### src/rtl/mmio_responder_pkg.sv
// Shared definitions for the MMIO data-port responder.
// Holds the peripheral register offsets inside the 8-byte MMIO window,
// the TCTRL/TSTAT bit positions and the default window base address.
package mmio_responder_pkg;

    // Default first peripheral address; the window is 8 bytes, aligned to 8.
    localparam logic [7:0] DEFAULT_MMIO_BASE = 8'hF8;

    // Register offsets within the window (address[2:0]).
    localparam logic [2:0] OFS_LED    = 3'd0;
    localparam logic [2:0] OFS_SW     = 3'd1;
    localparam logic [2:0] OFS_TLOAD  = 3'd2;
    localparam logic [2:0] OFS_TCOUNT = 3'd3;
    localparam logic [2:0] OFS_TCTRL  = 3'd4;
    localparam logic [2:0] OFS_TSTAT  = 3'd5;
    localparam logic [2:0] OFS_HEX_LO = 3'd6;
    localparam logic [2:0] OFS_HEX_HI = 3'd7;

    // TCTRL bit positions.
    localparam int TCTRL_EN_BIT = 0;
    localparam int TCTRL_AR_BIT = 1;

    // TSTAT bit positions.
    localparam int TSTAT_EXP_BIT = 0;

    // Builds the TCTRL read value; unused bits read as zero.
    function automatic logic [7:0] tctrl_word(input logic enable, input logic autoreload);
        tctrl_word = {6'b0, autoreload, enable};
    endfunction

endpackage

### src/rtl/mmio_responder_timer.sv
// mmio_timer: 8-bit down-counting timer with sticky expiry flag.
// Owns TLOAD, TCOUNT, TCTRL (enable/autoreload) and TSTAT (expired).
// Ports:
//   clk, srst          clock and synchronous active-high reset
//   wr_en, rd_en       write / read strobes already qualified by the MMIO decode
//   ofs                register offset within the MMIO window
//   wdata              write data
//   tload, tcount      current TLOAD / TCOUNT values
//   enable, autoreload current TCTRL bits
//   expired            sticky expiry flag (TSTAT bit 0)
module mmio_timer
    import mmio_responder_pkg::*;
(
    input  logic       clk,
    input  logic       srst,
    input  logic       wr_en,
    input  logic       rd_en,
    input  logic [2:0] ofs,
    input  logic [7:0] wdata,
    output logic [7:0] tload,
    output logic [7:0] tcount,
    output logic       enable,
    output logic       autoreload,
    output logic       expired
);

    logic [7:0] tload_reg, tload_next;
    logic [7:0] tcount_reg, tcount_next;
    logic       enable_reg, enable_next;
    logic       autoreload_reg, autoreload_next;
    logic       expired_reg, expired_next;
    logic       ctrl_wr;
    logic       start;
    logic       expired_set;
    logic       expired_clr;

    always_comb begin
        tload_next      = tload_reg;
        tcount_next     = tcount_reg;
        enable_next     = enable_reg;
        autoreload_next = autoreload_reg;
        ctrl_wr         = wr_en && (ofs == OFS_TCTRL);
        // A 0->1 enable transition reloads the count instead of ticking.
        start           = ctrl_wr && wdata[TCTRL_EN_BIT] && !enable_reg;
        expired_set     = 1'b0;
        expired_clr     = (wr_en && (ofs == OFS_TSTAT) && wdata[TSTAT_EXP_BIT]) ||
                          (rd_en && (ofs == OFS_TSTAT));

        if (start) begin
            tcount_next = tload_reg;
        end else if (enable_reg) begin
            if (tcount_reg != 8'd0) begin
                tcount_next = tcount_reg - 8'd1;
            end else begin
                expired_set = 1'b1;
                if (autoreload_reg) begin
                    tcount_next = tload_reg;
                end else begin
                    enable_next = 1'b0;
                end
            end
        end

        // An explicit TCTRL write overrides the one-shot self-disable.
        if (ctrl_wr) begin
            enable_next     = wdata[TCTRL_EN_BIT];
            autoreload_next = wdata[TCTRL_AR_BIT];
        end

        // A new TLOAD only matters at the next reload or start.
        if (wr_en && (ofs == OFS_TLOAD)) begin
            tload_next = wdata;
        end

        // Set wins over a same-cycle clear so no expiry is ever lost.
        expired_next = expired_set | (expired_reg & ~expired_clr);
    end

    always_ff @(posedge clk) begin
        if (srst) begin
            tload_reg      <= 8'd0;
            tcount_reg     <= 8'd0;
            enable_reg     <= 1'b0;
            autoreload_reg <= 1'b0;
            expired_reg    <= 1'b0;
        end else begin
            tload_reg      <= tload_next;
            tcount_reg     <= tcount_next;
            enable_reg     <= enable_next;
            autoreload_reg <= autoreload_next;
            expired_reg    <= expired_next;
        end
    end

    assign tload      = tload_reg;
    assign tcount     = tcount_reg;
    assign enable     = enable_reg;
    assign autoreload = autoreload_reg;
    assign expired    = expired_reg;

endmodule

### src/rtl/mmio_responder.sv
// mmio_responder: data-port responder between the processor data initiator
// and the 256x8 synchronous data RAM. Addresses MMIO_BASE..MMIO_BASE+7 hit
// peripheral registers (LED, SW, timer, HEX); everything else goes to RAM.
// Read data is returned with the same one-cycle latency as the RAM.
// Ports:
//   clock, reset         system clock, synchronous active-high reset
//   MemRead, wren        processor read / write strobes
//   address, data        processor address and write data
//   q                    read data (valid the cycle after the MemRead edge)
//   ram_wren, ram_q      RAM write enable (gated) and RAM read data
//   sw                   raw asynchronous switches
//   leds, hex_value      LED register and {HEX_HI, HEX_LO}
//   timer_irq            level copy of the timer expired flag
module mmio_responder
    import mmio_responder_pkg::*;
#(
    parameter logic [7:0] MMIO_BASE   = DEFAULT_MMIO_BASE,
    parameter int         SYNC_STAGES = 2
)
(
    input  logic        clock,
    input  logic        reset,
    input  logic        MemRead,
    input  logic        wren,
    input  logic [7:0]  address,
    input  logic [7:0]  data,
    output logic [7:0]  q,
    output logic        ram_wren,
    input  logic [7:0]  ram_q,
    input  logic [2:0]  sw,
    output logic [7:0]  leds,
    output logic [15:0] hex_value,
    output logic        timer_irq
);

    // Fewer than two stages would not give metastability protection.
    localparam int STAGES = (SYNC_STAGES < 2) ? 2 : SYNC_STAGES;

    logic       is_mmio;
    logic [2:0] ofs;
    logic       mmio_wr;
    logic       mmio_rd;
    logic [7:0] leds_reg;
    logic [7:0] hex_lo_reg;
    logic [7:0] hex_hi_reg;
    logic       sel_mmio_reg;
    logic [7:0] mmio_rdata_reg;
    logic [7:0] mmio_rdata_next;
    logic [2:0] sw_sync_reg [STAGES];
    logic [2:0] sw_stage_in [STAGES];
    logic [7:0] tload;
    logic [7:0] tcount;
    logic       t_enable;
    logic       t_autoreload;
    logic       t_expired;

    assign is_mmio = (address >= MMIO_BASE);
    assign ofs     = address[2:0];
    assign mmio_wr = wren && is_mmio;
    assign mmio_rd = MemRead && is_mmio;

    // RAM sees address/data directly; only its write enable is gated here.
    assign ram_wren = wren && !is_mmio && !reset;

    // Switch synchronizer: stage 0 samples the raw pins, later stages chain.
    for (genvar gi = 0; gi < STAGES; gi++) begin : g_sync
        if (gi == 0) begin : g_first
            assign sw_stage_in[gi] = sw;
        end else begin : g_rest
            assign sw_stage_in[gi] = sw_sync_reg[gi-1];
        end
    end

    always_ff @(posedge clock) begin
        for (int i = 0; i < STAGES; i++) begin
            if (reset) begin
                sw_sync_reg[i] <= 3'b000;
            end else begin
                sw_sync_reg[i] <= sw_stage_in[i];
            end
        end
    end

    mmio_timer u_timer (
        .clk        (clock),
        .srst       (reset),
        .wr_en      (mmio_wr),
        .rd_en      (mmio_rd),
        .ofs        (ofs),
        .wdata      (data),
        .tload      (tload),
        .tcount     (tcount),
        .enable     (t_enable),
        .autoreload (t_autoreload),
        .expired    (t_expired)
    );

    // Read mux uses pre-edge values, so reads see the state before any
    // same-cycle write, clear or decrement.
    always_comb begin
        mmio_rdata_next = 8'h00;
        case (ofs)
            OFS_LED:    mmio_rdata_next = leds_reg;
            OFS_SW:     mmio_rdata_next = {5'b0, sw_sync_reg[STAGES-1]};
            OFS_TLOAD:  mmio_rdata_next = tload;
            OFS_TCOUNT: mmio_rdata_next = tcount;
            OFS_TCTRL:  mmio_rdata_next = tctrl_word(t_enable, t_autoreload);
            OFS_TSTAT:  mmio_rdata_next = {7'b0, t_expired};
            OFS_HEX_LO: mmio_rdata_next = hex_lo_reg;
            OFS_HEX_HI: mmio_rdata_next = hex_hi_reg;
            default:    mmio_rdata_next = 8'h00;
        endcase
    end

    always_ff @(posedge clock) begin
        if (reset) begin
            leds_reg       <= 8'h00;
            hex_lo_reg     <= 8'h00;
            hex_hi_reg     <= 8'h00;
            // Selecting the (zeroed) MMIO capture keeps q at 0 after reset
            // instead of exposing whatever the RAM output happens to be.
            sel_mmio_reg   <= 1'b1;
            mmio_rdata_reg <= 8'h00;
        end else begin
            if (mmio_wr && (ofs == OFS_LED)) begin
                leds_reg <= data;
            end
            if (mmio_wr && (ofs == OFS_HEX_LO)) begin
                hex_lo_reg <= data;
            end
            if (mmio_wr && (ofs == OFS_HEX_HI)) begin
                hex_hi_reg <= data;
            end
            if (MemRead) begin
                sel_mmio_reg   <= is_mmio;
                mmio_rdata_reg <= mmio_rdata_next;
            end
        end
    end

    assign q         = reset ? 8'h00 : (sel_mmio_reg ? mmio_rdata_reg : ram_q);
    assign leds      = leds_reg;
    assign hex_value = {hex_hi_reg, hex_lo_reg};
    assign timer_irq = t_expired;

endmodule

### config.mk
export PLATFORM = sky130hd
export DESIGN_NAME = mmio_responder
export DESIGN_NICKNAME = d
export VERILOG_FILES = /design/src/rtl/mmio_responder_pkg.sv /design/src/rtl/mmio_responder_timer.sv /design/src/rtl/mmio_responder.sv
export SDC_FILE = /design/constraint.sdc
export NUM_CORES = 1
export LEC_CHECK = 0
export CORE_MARGIN = 2
export CORE_UTILIZATION = 26
export CTS_CLUSTER_SIZE = 40
export DETAILED_ROUTE_END_ITERATION = 8
export PLACE_DENSITY = 0.44
export SKIP_LAST_GASP = 1
export SYNTH_ARGS = -nofsm -noshare
export SYNTH_HDL_FRONTEND = slang
export SYNTH_SLANG_ARGS = --single-unit
### constraint.sdc
create_clock -name clock -period 2.69 [get_ports clock]
set_input_delay 0.538 -clock clock [delete_from_list [all_inputs] [get_ports clock]]
set_output_delay 0.538 -clock clock [all_outputs]
set_load 0.1 [all_outputs]
# Yosys cells after proc, flatten, opt, wreduce, memory -nomap -nowiden
# Memory sizes are Yosys's and may differ from the RTL's.
# Index checks and enable logic that the tools add are counted.
# word_totals
reg_bits,52
mem_bits_rw,6
in_bits,31
wordCells,69
mem_count,1
# op_classes
addsub,1
magnitude_cmp,1
eq_ne,8
mux,20
bitwise,5
n_reduce_logical,23
# memory_table
memory,words,width,read_ports,rd_clocked_by_memory_dff,wr,line,source
sw_sync_reg,2,3,2,0,2,mmio_responder.sv:49,logic [2:0] sw_sync_reg [STAGES];
# op_table
op,count
case mux 8 bit (8 select lines),1
2-to-1 mux 8 bit,6
logical AND 1 bit,14
== test 3 bit (second input constant),4
2-to-1 mux 1 bit,11
>= comparator 8 bit (second input constant),1
nonzero test 8 bit,1
subtractor 8 x 1 -> 8 bit (second input constant),1
== test 3 x 2 -> 1 bit (second input constant),2
2-to-1 mux 3 bit,2
== test 3 x 1 -> 1 bit (second input constant),1
logical NOT 1 bit,3
logical NOT 3 bit,1
bitwise OR 1 bit,3
nonzero test 3 bit,1
!= test 2 x 1 -> 1 bit (second input constant),1
AND reduction 2 bit,1
nonzero test 2 bit,1
bitwise AND 1 bit,1
logical OR 1 bit,1
NOT 1 bit,1

# Longest topological paths before layout
# Gate-level depths: netlist (run 1).
# depth
word_depth,8
ltp_mapped,7
mapped_depth_nobuf,6

# By module
# A second synthesis (run 1) with hierarchy kept.
# hier_totals
hier_cells,335
area_unflattened_um2,3093.0
# modules_own_cells
mod,n_inst,cells_each,area_each_um2
mmio_responder,1,219,2045.7
mmio_timer,1,116,1047.3

# Worst setup path after synthesis (run 1)
# No wires, ideal clock.
# synth_path
path_type,input to output
start,in reset
end,out q[0]
arrival_time_ns,2.416
required_time_ns,2.152
slack_ns,-0.264
stages,4
n_path_buf,3
path_cell_list,clkbuf_1 > buf_1 > clkbuf_1 > nor2_1
# synth_via
elab_chain_cells,1
# synth_lines
element,line,source
start: declaration,mmio_responder.sv:22,"input logic reset,"
2-to-1 mux 8 bit,mmio_responder.sv:141,assign q = reset ? 8'h00 : (sel_mmio_reg ? mmio_rdata_reg : ram_q);
end: declaration,mmio_responder.sv:27,"output logic [7:0] q,"
# Every way passes these cells.

# Worst setup path after layout (run 1)
# layout_path
start,in address[3]
end,out ram_wren
# layout_via
elab_chain_cells,4
# layout_lines
element,line,source
start: declaration,mmio_responder.sv:25,"input logic [7:0] address,"
>= comparator 8 bit,mmio_responder.sv:57,assign is_mmio = (address >= MMIO_BASE);
logical NOT 1 bit,mmio_responder.sv:63,assign ram_wren = wren && !is_mmio && !reset;
logical AND 1 bit (2 in series),mmio_responder.sv:63,
end: declaration,mmio_responder.sv:28,"output logic ram_wren,"
# Every way passes these cells.

==> run summary, run 1 <==
fin nets -> 421
via count -> 2,651
CP max stage cell -> clkdlybuf4s50_1
global route total overflow -> 0
CTS tree -> built
fin worst setup slack -> 358 ps
Hold Path Class -> flop to flop
DP Worst Slack -> 238 ps
Max FO, Critical Path -> 7
fin crit share -> 0.867
Critical Path RT -> 2150 ps
Mapped Area -> 2930 um2
CP Capture Type -> output port
post-synthesis compound-gate area fraction -> 0.160
CTS Root Cell -> clkbuf_8
Slew @ Worst Pin -> 642 ps
DRC Markers -> 0
vias in the first global route -> 2,686
hold_buf cts -> 0
final hold violation count -> 0
Mapped Nets -> 350
setup_tns -> 0 ps
post-route ant nets -> 0
PortBufs -> 64
placed cell count -> 517
filler cell count -> 1,131
count of cell types in the netlist -> 54
Die X -> 110 um
CTS max path bufs -> 2
Post-Route WL -> 9430 um
All-Layer GR Usage -> 0.166
Syn-to-layout area delta -> 37.3%
DR iter-0 viols -> 88
commonest non-fill, non-tap cell in the layout -> dfxtp_1
Starting Density -> 0.269
HPWL after DPL -> 6990 um
GPL Wtd Cong -> 0.822
fin util -> 0.369
first-pass GRT wire length -> 15,100 um
post-CTS sizing -> 0
simple-gate share of the synthesized area -> 0.211
commonest non-fill, non-tap cells in the layout -> dfxtp_1, nor2_1, mux2i_1
ant diodes -> 0
Die Area -> 12,100 um2
status -> finished, final reports clean
Most used DFF post-synth -> dfxtp_1
htree depth -> 3
Post-Synth XOR/XNOR Area -> 0
clk slew on worst S/H paths -> 60 ps
PD cells -> 473 nW/um2
Post-Synth Adder-Cell Area -> 0.00855
Final min period -> 2330 ps
Max Clk Rate -> 429 MHz
syn_area_per_cell -> 9.23 um2
# clock sinks -> 58
largest family of logic cells by synthesized area -> simple AND/OR/NAND/NOR gates
CP cell instances -> clkdlybuf4s50_1 > nand2_1 > o211a_1 > buf_12
CORE AREA -> 10,900 um2
Vias/cell -> 4.97
hold_ws -> 446 ps
Syn. warnings -> 0
post-synthesis mux area share -> 0.187
worst setup path class -> input port to output port
RSZ-0062 raised after global routing -> no
Rows -> 38
ratio of cells with drive above 1 in the final layout -> 0.193
synthesized instance count -> 317
max incr delay on CP -> 510 ps
clock latency on the worst-skew pair -> 330 ps
critical path data arrival time -> 1790 ps
sequential share of the synthesized area -> 0.397
DR WL/cell -> 17.7 um
EDFF count, synth -> 0
Worst path top cell family by delay -> buffers and inverters
Worst slew margin -> 0.568
drt pass-1 iters -> 4
Post-Route Skew -> 9.94 ps
synthesized flop and latch total -> 58
Die H -> 110 um
# IOs -> 65
Setup crit start kind -> input port
post-CTS setup buffer count -> 0
ys async rst share -> 0
largest net degree at the start of global routing -> 42
number of max-cap violations -> 0
leakage power figure -> 0.00169 uW
Post-Layout Cell Count -> 533
WP buf/inv -> 2
initial antenna violation count -> 0
Setup-failing EPs final -> 0
count of final max-slew check failures -> 0
peak supply drop -> 0.171 mV
CTS Buf Count -> 9
[synth_stat cells, types with 3 or more instances]
library cell / count / area (um2)
nor3_1: 4 / 20.0
a22oi_1: 5 / 37.5
inv_1: 8 / 30.0
a211o_1: 4 / 35.0
o21ai_0: 4 / 20.0
nand2_1: 10 / 37.5
a211oi_1: 5 / 37.5
nand4_1: 4 / 25.0
mux2i_1: 48 / 480
o32ai_1: 7 / 61.3
nand3_1: 3 / 15.0
a21oi_1: 6 / 30.0
nor4_1: 3 / 18.8
a221oi_1: 3 / 26.3
mux2_2: 4 / 45.0
nand2b_1: 12 / 75.1
nor2_1: 54 / 203
o2bb2ai_1: 4 / 35.0
nor3b_1: 4 / 30.0
dfxtp_1: 58 / 1160
clkbuf_1: 17 / 63.8
nor2b_1: 9 / 56.3
[cells by family after synthesis]
kind of cell	after synthesis
fa+ha+maj	2
compound gates	59
mux	53
flops	58
simple gates	117
buf+inv	28
[layout make-up]
class,instances,area (um2),area share
clock buffers,10,128,0.0318
repair buffers,80,808,0.201
well taps,140,175,0.0436
clock inverters,6,57.6,0.0143
multi-input cells,231,1660,0.413
inverters,8,30.0,0.00747
flip-flops and latches,58,1160,0.289
[final timing paths]
kind	start	end	slack [ps]	cells after the start
worst max-delay path	address[3]	ram_wren	360	4
worst min-delay path	sw_sync_reg[0][1]	sw_sync_reg[1][1]	450	1
worst max register to register	u_timer.tcount[0]	u_timer.tcount[2]	460	6
worst min register to register	sw_sync_reg[0][1]	sw_sync_reg[1][1]	450	1
[metal layers]
metal	GRT usage	vias up	part of all wire
met2	0.262	60	0.47
met4	0.0438	0	0.0070
met5	0	-	0
met3	0.0406	2	0.047
met1	0.228	1270	0.47
li1	-	1319	-
[per-stage QoR]
stage | power, uW | instance area [um2]
2_1_floorplan | 1020 | 2930
3_5_place_dp | 1150 | 3830
6_report | 1900 | 4020
5_1_grt | 1990 | 4020
4_1_cts | 1930 | 4020
3_3_place_gp | 1150 | 3830
[report_power, final]
part | internal (uW) | leakage, uW | switching (uW)
logic | 104 | 0.00112 | 146
clock network | 421 | 0.0000958 | 351
registers | 868 | 0.000469 | 8.42
total | 1390 | 0.00169 | 506
Note: power is estimated with default switching activity, not from simulation.
==> inputs of run 2 (changes only) <==
MAX_ROUTING_LAYER = met4   (was unset)
==> run summary, run 2 (same netlist as run 1, synthesis figures left out) <==
# IOs -> 65 (unchanged)
Clk pwr share -> 0.409 (was 0.407)
RSZ-0062 raised after global routing -> no (unchanged)
Vias/cell -> 4.98 (was 4.97)
DR WL/cell -> 17.7 um (about the same)
Seq pwr share -> 0.460 (was 0.461)
CTS max path bufs -> 2 (unchanged)
hold_ws -> 446 ps (about the same)
Power Internal -> 1390 uW (about the same)
PortBufs -> 64 (unchanged)
CTS Buf Count -> 9 (unchanged)
critical path data arrival time -> 1800 ps (was 1790 ps)
All-Layer GR Usage -> 0.171 (was 0.166)
Max Clk Rate -> 428 MHz (was 429 MHz)
Die X -> 110 um (unchanged)
Post-Route WL -> 9420 um (was 9430 um)
Net Sw Power -> 512 uW (was 506 uW)
Slew @ Worst Pin -> 614 ps (was 642 ps)
vias in the first global route -> 2,683 (was 2,686)
peak supply drop -> 0.172 mV (was 0.171 mV)
HPWL after DPL -> 6990 um (unchanged)
number of max-cap violations -> 0 (unchanged)
GPL Wtd Cong -> 0.835 (was 0.822)
Final Total Pwr -> 1910 uW (was 1900 uW)
Setup-failing EPs final -> 0 (unchanged)
CTS Root Cell -> clkbuf_8 (unchanged)
global route total overflow -> 0 (unchanged)
Comb pwr share -> 0.131 (was 0.132)
CORE AREA -> 10,900 um2 (unchanged)
Worst path top cell family by delay -> buffers and inverters (unchanged)
Max FO, Critical Path -> 7 (unchanged)
worst setup path class -> input port to output port (unchanged)
Reg2Reg Launch Point -> u_timer.tcount[0] (unchanged)
Final min period -> 2330 ps (about the same)
Hold Path Class -> flop to flop (unchanged)
ant diodes -> 0 (unchanged)
Starting Density -> 0.269 (unchanged)
Syn-to-layout area delta -> 37.3% (unchanged)
Net Sw Frac -> 0.269 (was 0.266)
Die Area -> 12,100 um2 (unchanged)
filler cell count -> 1,131 (unchanged)
largest net degree at the start of global routing -> 42 (unchanged)
post-CTS setup buffer count -> 0 (unchanged)
htree depth -> 3 (unchanged)
CP max stage cell -> clkdlybuf4s50_1 (unchanged)
CP cell instances -> clkdlybuf4s50_1 > nand2_1 > o211a_1 > buf_12 (unchanged)
Post-Route Skew -> 9.86 ps (was 9.94 ps)
Hold Crit Start -> sw_sync_reg[0][1] (unchanged)
CP Capture Type -> output port (unchanged)
drt pass-1 iters -> 4 (unchanged)
commonest non-fill, non-tap cells in the layout -> dfxtp_1, nor2_1, mux2i_1 (unchanged)
DRC Markers -> 0 (unchanged)
ratio of cells with drive above 1 in the final layout -> 0.193 (unchanged)
commonest non-fill, non-tap cell in the layout -> dfxtp_1 (unchanged)
Die H -> 110 um (unchanged)
post-route ant nets -> 0 (unchanged)
CTS tree -> built (unchanged)
clk slew on worst S/H paths -> 60 ps (about the same)
clock latency on the worst-skew pair -> 340 ps (was 330 ps)
DP Worst Slack -> 238 ps (unchanged)
max incr delay on CP -> 510 ps (about the same)
# clock sinks -> 58 (unchanged)
DR iter-0 viols -> 113 (was 88)
Worst slew margin -> 0.588 (was 0.568)
first-pass GRT wire length -> 15,100 um (about the same)
Rows -> 38 (unchanged)
fin nets -> 421 (unchanged)
WP buf/inv -> 2 (unchanged)
post-CTS sizing -> 0 (unchanged)
via count -> 2,653 (was 2,651)
initial antenna violation count -> 0 (unchanged)
Critical Path RT -> 2150 ps (about the same)
count of final max-slew check failures -> 0 (unchanged)
fin util -> 0.369 (unchanged)
fin crit share -> 0.868 (was 0.867)
critical path startpoint -> address[3] (unchanged)
final hold violation count -> 0 (unchanged)
hold_buf cts -> 0 (unchanged)
fin worst setup slack -> 356 ps (was 358 ps)
Setup crit start kind -> input port (unchanged)
leakage power figure -> 0.00169 uW (unchanged)
PD cells -> 474 nW/um2 (was 473 nW/um2)
status -> finished, final reports clean (unchanged)
[run 2: path summary, 6_finish.rpt]
kind / cells after the start / end / slack [ps]
max reg2reg: 6 / u_timer.tcount[2] / 460
min reg2reg: 1 / sw_sync_reg[1][1] / 450
min: 1 / sw_sync_reg[1][1] / 450
max: 4 / ram_wren / 360
[run 2: area by class of cell]
class / instances / area [um2] / area share
clock buffer: 10 / 128 / 0.0318
timing repair buffer: 80 / 808 / 0.201
multi-input combinational: 231 / 1660 / 0.413
clock inverter: 6 / 57.6 / 0.0143
sequential: 58 / 1160 / 0.289
tap: 140 / 175 / 0.0436
inverter: 8 / 30.0 / 0.00747
[run 2: through the flow]
| step | instances | setup TNS [ps] | cell area, um2 |
|---|---|---|---|
| 2_1_floorplan | 317 | -2110 | 2930 |
| 3_3_place_gp | 517 | 0 | 3830 |
| 3_5_place_dp | 517 | 0 | 3830 |
| 4_1_cts | 533 | 0 | 4020 |
| 5_1_grt | 533 | 0 | 4020 |
| 6_report | 533 | 0 | 4020 |
[run 2: power by group through the flow]
stage          Clock, uW  Combinational [uW]  Sequential [uW]
6_report             779                 250              877
5_1_grt              843                 267              878
4_1_cts              803                 253              877
3_5_place_dp           0                 252              896
3_3_place_gp           0                 251              897
2_1_floorplan          0                 131              894
[run 2: metal layers]
| metal | wire length [um] | vias to the layer above | GRT usage | share of wire |
|---|---|---|---|---|
| met5 | 0 | - | - | 0 |
| met4 | 133 | 0 | 0.0438 | 0.014 |
| met3 | 441 | 8 | 0.0376 | 0.047 |
| met2 | 4390 | 63 | 0.262 | 0.47 |
| met1 | 4460 | 1262 | 0.230 | 0.47 |
| li1 | - | 1320 | - | - |
